<file path="src/rtl/pipeline_controller.sv">
// pipeline_controller: hazard/branch/memory-stall controller for a 5-stage pipeline; PIPE_PERF_CNT_EN enables the performance counters
module pipeline_controller #(
    parameter int MEM_TIMEOUT = 255,
    parameter int CNT_W       = 16
) (
    input  logic             clk,
    input  logic             rst,
    input  logic [3:0]       id_src1,
    input  logic [3:0]       id_src2,
    input  logic             id_two_src,
    input  logic [3:0]       exe_dest,
    input  logic [3:0]       mem_dest,
    input  logic             exe_wb_en,
    input  logic             mem_wb_en,
    input  logic             branch_taken,
    input  logic             mem_req,
    input  logic             mem_ready,
    output logic             if_freeze,
    output logic             id_freeze,
    output logic             exe_freeze,
    output logic             mem_freeze,
    output logic             if_flush,
    output logic             id_flush,
    output logic             mem_error,
    output logic [CNT_W-1:0] stall_cycles,
    output logic [CNT_W-1:0] flush_count
);
    typedef enum logic [1:0] {RUN, MEM_WAIT, ERROR} state_t;
    state_t      state_q, state_d;
    logic [15:0] wait_cnt_q, wait_cnt_d;
    logic        hazard, mem_stall, err, freeze_all;
    assign hazard = (exe_wb_en & (exe_dest == id_src1)) | (mem_wb_en & (mem_dest == id_src1)) |
                    (id_two_src & ((exe_wb_en & (exe_dest == id_src2)) | (mem_wb_en & (mem_dest == id_src2))));
    assign err        = state_q == ERROR;
    assign freeze_all = mem_stall | err;
    assign exe_freeze = freeze_all;
    assign mem_freeze = freeze_all;
    assign if_freeze  = freeze_all | (~branch_taken & hazard);
    assign id_freeze  = if_freeze;
    assign if_flush   = ~freeze_all & branch_taken;
    assign id_flush   = ~freeze_all & (branch_taken | hazard);
    assign mem_error  = err;
    // memory-wait sequencing: stall detection, wait counting and timeout
    always_comb begin
        state_d    = state_q;
        wait_cnt_d = wait_cnt_q;
        mem_stall  = 1'b0;
        case (state_q)
            RUN: begin
                mem_stall = mem_req & ~mem_ready;
                if (mem_stall) begin
                    state_d    = MEM_WAIT;
                    wait_cnt_d = 16'd1;
                end
            end
            MEM_WAIT: begin
                mem_stall = ~mem_ready;
                if (mem_ready) state_d = RUN;
                else if (wait_cnt_q >= 16'(MEM_TIMEOUT)) state_d = ERROR;
                else wait_cnt_d = wait_cnt_q + 16'd1;
            end
            default: ;
        endcase
    end
    // state register; ERROR is left only through reset
    always_ff @(posedge clk or posedge rst) begin
        if (rst) begin
            state_q    <= RUN;
            wait_cnt_q <= '0;
        end else begin
            state_q    <= state_d;
            wait_cnt_q <= wait_cnt_d;
        end
    end
`ifdef PIPE_PERF_CNT_EN
    logic [CNT_W-1:0] stall_q, flush_q;
    // saturating counters of frozen-fetch and fetch-flush cycles
    always_ff @(posedge clk or posedge rst) begin
        if (rst) begin
            stall_q <= '0;
            flush_q <= '0;
        end else begin
            if (if_freeze && !(&stall_q)) stall_q <= stall_q + CNT_W'(1);
            if (if_flush && !(&flush_q)) flush_q <= flush_q + CNT_W'(1);
        end
    end
    assign stall_cycles = stall_q;
    assign flush_count  = flush_q;
`else
    assign stall_cycles = '0;
    assign flush_count  = '0;
`endif
endmodule

</file>
<file path="config.mk">
export PLATFORM = sky130hd
export DESIGN_NAME = pipeline_controller
export DESIGN_NICKNAME = d
export VERILOG_FILES = /design/src/rtl/pipeline_controller.sv
export SDC_FILE = /design/constraint.sdc
export NUM_CORES = 1
export LEC_CHECK = 0
export ABC_CLOCK_PERIOD_IN_PS = 1900
export BUFFER_PORTS_ARGS = -buffer_cell sky130_fd_sc_hd__buf_2
export CAP_MARGIN = 20
export CORE_MARGIN = 2
export CORE_UTILIZATION = 45
export DETAILED_ROUTE_END_ITERATION = 10
export PLACE_DENSITY = 0.79
export SLEW_MARGIN = 20
export SYNTH_ARGS = -nofsm -noshare
export SYNTH_HDL_FRONTEND = slang
export SYNTH_SLANG_ARGS = --single-unit
</file>
<file path="constraint.sdc">
create_clock -name clk -period 1.9 [get_ports clk]
set_input_delay 0.285 -clock clk [delete_from_list [all_inputs] [get_ports clk]]
set_output_delay 0.285 -clock clk [all_outputs]
set_load 0.03 [all_outputs]
</file>
After elaboration in Yosys (flattened, before gate mapping):

Cells that the tools add are included.

* output and inout port bits: 39
* word-level logic and storage cells: 45
* memories kept: 0
* bits in registers: 18
* memory bits (writable): 0
* memory bits (read-only): 0
* bits in latches: 0
* input bits: 24

* equal/unequal tests: 10
* shift operators: 0
* reduce and logical (&&, ||, !) cells: 4
* $add $sub $neg: 1
* bitwise logic cells: 18
* multiply operators: 0
* div/mod/pow operators: 0
* multiplexer cells: 9
* $lt $le $gt $ge: 1

Operator list (number)
* 16-bit two-way mux: 3
* 16-bit case mux with 2 select lines: 1
* 16-bit by 1-bit adder with 16-bit output, second input constant: 1
* 4-bit equality test: 4
* 16-bit by 8-bit greater-or-equal comparator with 1-bit output, second input constant: 1
* 1-bit AND: 9
* 2-bit two-way mux: 3
* 2-bit inequality test, second input constant: 3
* 1-bit bitwise OR: 6
* 2-bit case mux with 2 select lines: 1
* 4-bit AND reduction: 1
* 3-bit inequality test, second input constant: 1
* 1-bit NOT: 3
* 3-bit AND reduction: 1
* 2-bit by 1-bit equality test with 1-bit output, second input constant: 1
* 2-bit equality test, second input constant: 1
* 2-bit zero test: 1
* 1-bit case mux with 2 select lines: 1
* 2-bit nonzero test: 1

Depth between registers and ports, before layout:

* word-level depth: 7
* gate-level depth with buffers: 7
* depth with buffers taken out: 7

Least setup slack after synthesis:

Ideal clock, no wire load.

* path type: input to output
* from: input mem_dest[0]
* to: output if_freeze
* setup slack: -0.260 ns
* buffers on the path: 1
* arrival: 1.875 ns
* cell stages on the path: 7
* required time: 1.615 ns
* cells stage by stage: xor2_1 > nor3_1 > nand4_1 > o21ai_0 > a311oi_1 > o21ai_0 > buf_4

* cells in the longest elaborated chain, start to end: 7
* elaborated cells on any way between the ends: 10
* those cells by class: eq/ne (2); bitwise (8)

Ends and longest elaborated chain
* start: declaration: line 12 `input logic [3:0] mem_dest,`
* 4-bit equality test: line 33 `(id_two_src & ((exe_wb_en & (exe_dest == id_src2)) | (mem_wb_en & (mem_dest == id_src2))));`
* 1-bit AND: line 33
* 1-bit bitwise OR: line 33
* 1-bit AND: line 33
* 1-bit bitwise OR *: line 32 `assign hazard = (exe_wb_en & (exe_dest == id_src1)) | (mem_wb_en & (mem_dest == id_src1)) |`
* 1-bit AND *: line 38 `assign if_freeze = freeze_all | (~branch_taken & hazard);`
* 1-bit bitwise OR *: line 38
* end: declaration: line 18 `output logic if_freeze,`

Every way passes the cells marked *; elsewhere a longest branch is shown, timed or not.

Worst setup path after layout:

* from: register state_q[1]
* to: output id_flush

* cells in the longest elaborated chain, start to end: 5
* elaborated cells on any way between the ends: 7
* those cells by class: eq/ne (2); mux (1); bitwise (3); reduce/logical (1)

Ends and longest elaborated chain
* start: declaration: line 29 `state_t state_q, state_d;`
* start signal: assignment: line 71 `state_q <= state_d;`
* 2-bit by 1-bit equality test with 1-bit output or 2-bit zero test (tied branches): line 48 `case (state_q)`
* 1-bit case mux with 2 select lines: line 48
* 1-bit bitwise OR *: line 35 `assign freeze_all = mem_stall | err;`
* 1-bit NOT *: line 41 `assign id_flush = ~freeze_all & (branch_taken | hazard);`
* 1-bit AND *: line 41
* end: declaration: line 23 `output logic id_flush,`

Marks and branches as above.

==> metrics.yaml <==
outcome:
  status: "complete, no violations"
clocking:
  clock-sinks: 18
  cts.reportedPaths.clkPinSlew_ps: 100
  clk_latency_ps: 300
  clk_path_buf_depth: 2
  htreeDepth: 1
  cts_tree: "built"
  numCtsBuffers: 3
  cts-root-buf: "clkbuf_4"
route:
  drc: 0
  drt_iter0_drc: 18
  routedWlPerCell_um: 10.6
  drt-total-wl_mm: 2.11
  routed_via_density: 4.66
  dr.pass1.iters: 3
  vias: 922
  ant_nets: 0
synth:
  yosysSeqAreaShare_pct: 35.6
  ys_warn_count: 0
  synth_seq_cells: 18
  yosys.area.top_type_share_pct: 35.6
  synth.most_common_cell: "buf_4"
  syn_area_um2: 1260
  synth-edff-count: 0
  synth_common_cells: "buf_4 (34), dfrtp_1 (18), xor2_1 (13), nor2b_1 (9), xnor2_1 (9)"
  synth.distinct_cells: 29
  synth_ff_type: "dfrtp_1"
  synth_area_leaders: "dfrtp_1 (36%), buf_4 (20%), xor2_1 (9.0%)"
  syn_avg_cell_area_um2: 9.50
  synth_area_leader_cell: "dfrtp_1"
  syn_inst: 133
  async_reset_ff_share_pct: 100
cells_and_area:
  diodes: 0
  seq_area_um2: 453
  nets: 193
  multi_input_area_um2: 671
  layout-drive-gt1-share_pct: 29.3
  num-fill-cells: 268
  final_cells: 198
  synthToLayoutAreaGrowth_pct: 10.7
  fin_util_pct: 51.6
grt:
  grt_pass1_vias: 841
  grt_overflow: 0
  grt_usage_pct: 13.7
  antenna_found_initial: 0
  grt_first_pass_wirelength_mm: 3.50
  grt_max_degree: 19
die:
  core_um2: 2710
  die_x_um: 57.0
  io_pins: 63
  dieArea_um2: 3250
  initial_core_util_pct: 46.6
  chipHeight_um: 57.0
  rows: 19
sta:
  hold_ws_ps: 50.4
  layout_setup_ws_ps: 124
  setup_viol: 0
  worst_pin_slew_ps: 637
  drv_slew: 0
  slew_headroom_pct: 57.5
  skew_ps: 10.9
  post-route-period-util_pct: 93.5
  fin_setup_tns_ps: 0
  fin_crit_ps: 1780
  rsz0062_at_grt: "true"
  fmax_mhz: 563
  hold_viol_final: 0
setup_path:
  cp_max_fo: 5
  cp_slowest_cell: "dfrtp_2"
  endpoint_kind: "output port"
  start_kind: "register"
  crit_arrival_ps: 1490
  timing.rr.start: "wait_cnt_q[0]"
  critPathRequiredTime_ps: 1620
  r2r_end: "wait_cnt_q[7]"
  cp_cell_sequence: "nor2b_2, nor3_2, inv_2, a21oi_1, buf_4"
  max_stage_delay_ps: 470
  crit_type: "register to output port"
  rr_worst_depth: 7
  r2r_setup_slack_ps: 220
power_and_ir_drop:
  share_comb_of_total_power_pct: 29.6
  p_per_area_nw_per_um2: 658
  power_frac_seq_pct: 45.0
  power_frac_clock_pct: 25.4
  p_leak_nw: 0.735
  peakVddDrop_mv: 0.410
  internal_power_mw: 0.595
  p_sw_mw: 0.325
  sw_frac_of_total_pct: 35.3
place:
  hpwlAfterDp_mm: 1.68
  placed_cells: 192
  preCtsSetupSlack_ps: 216
  gp_congestion: 0.759
  io_buffers: 30
run:
  drv_cap: 0
worst_hold_path:
  hold_class: "primary input to async pin"
flip-flops by register name (all words and copies together) (netlist names):
name,count
wait_cnt_q,16
state_q,2
area by class of cell:
cell class / count / share of cell area, %
Clock buffer: 4 / 2.59
Inverter: 4 / 1.07
Multi-Input combinational cell: 107 / 47.9
Sequential cell: 18 / 32.4
Tap cell: 31 / 2.77
Timing Repair Buffer: 34 / 13.2
worst max-delay path by stage:
| stage | from | end | cells past startpoint |
|---|---|---|---|
| 2_1_floorplan | mem_dest[0] | if_freeze | 7 |
| 3_3_place_gp | id_src1[3] | id_freeze | 6 |
| 3_5_place_dp | wait_cnt_q[0] | wait_cnt_q[7] | 7 |
| 4_1_cts | state_q[0] | id_flush | 5 |
| 5_1_grt | state_q[1] | if_flush | 5 |
| 6_report | state_q[1] | id_flush | 5 |
logic make-up (layout without fill, tap and decap cells):
| group | after synthesis | count (layout) | share of synthesized area, % |
|---|---|---|---|
| AO/OA/AOI/OAI | 10 | 10 | 5.35 |
| XOR/XNOR | 22 | 22 | 15.2 |
| buffers and inverters | 39 | 42 | 21.8 |
| AND/OR/NAND/NOR | 42 | 42 | 20.7 |
| other | 1 | 32 | 0.297 |
| flip-flops | 18 | 18 | 35.6 |
| adder cells (fa/ha/maj) | 1 | 1 | 0.990 |
placed cells by master, fill, tap and decap left out, types with 2 or more instances in the layout:
| master | count |
|---|---|
| a21oi_1 | 2 |
| buf_2 | 28 |
| buf_4 | 6 |
| clkbuf_4 | 3 |
| conb_1 | 32 |
| dfrtp_1 | 16 |
| dfrtp_2 | 2 |
| inv_1 | 3 |
| nand2_1 | 2 |
| nand2b_1 | 2 |
| nand3_1 | 4 |
| nand4_1 | 4 |
| nor2_1 | 8 |
| nor2b_1 | 8 |
| nor3_1 | 3 |
| nor4_2 | 2 |
| o21ai_0 | 3 |
| xnor2_1 | 9 |
| xor2_1 | 13 |
critical path, delay by kind of cell (launching register included):
family	cells	cell delay (ps)
compound gates	1	120
buf+inv	2	240
flops	1	470
simple gates	2	370
through the flow:
stage / power [mW] / instance area [um^2]
final: 0.920 / 1400
after global routing: 0.977 / 1400
after CTS: 0.924 / 1380
after detailed placement: 0.686 / 1340
after global placement: 0.682 / 1340
after floorplan: 0.672 / 1390
metal layers:
metal  GRT usage, %  up-vias  part of all wire [%]
li1               -      442                     -
met1           17.1      432                    41
met2           23.2       43                    49
met3           2.72        5                   7.6
met4           5.98        0                   1.7
met5              0        -                     0
repair_timing:
item / CTS / global route
gates cloned: 0 / 0
endpoints found under the setup margin: 1 / 2
hold buffers: 0 / 0
buffers inserted: 0 / 2
pin swaps: 0 / 1
resized for setup: 2 / 5
power by group through the flow:
stage	registers (mW)	logic (mW)	clock network (mW)
after floorplan	0.418	0.255	0
after global placement	0.421	0.261	0
after detailed placement	0.422	0.265	0
after CTS	0.415	0.267	0.243
after global routing	0.416	0.299	0.261
final	0.414	0.272	0.234
Power figures use the tool's default switching activity.
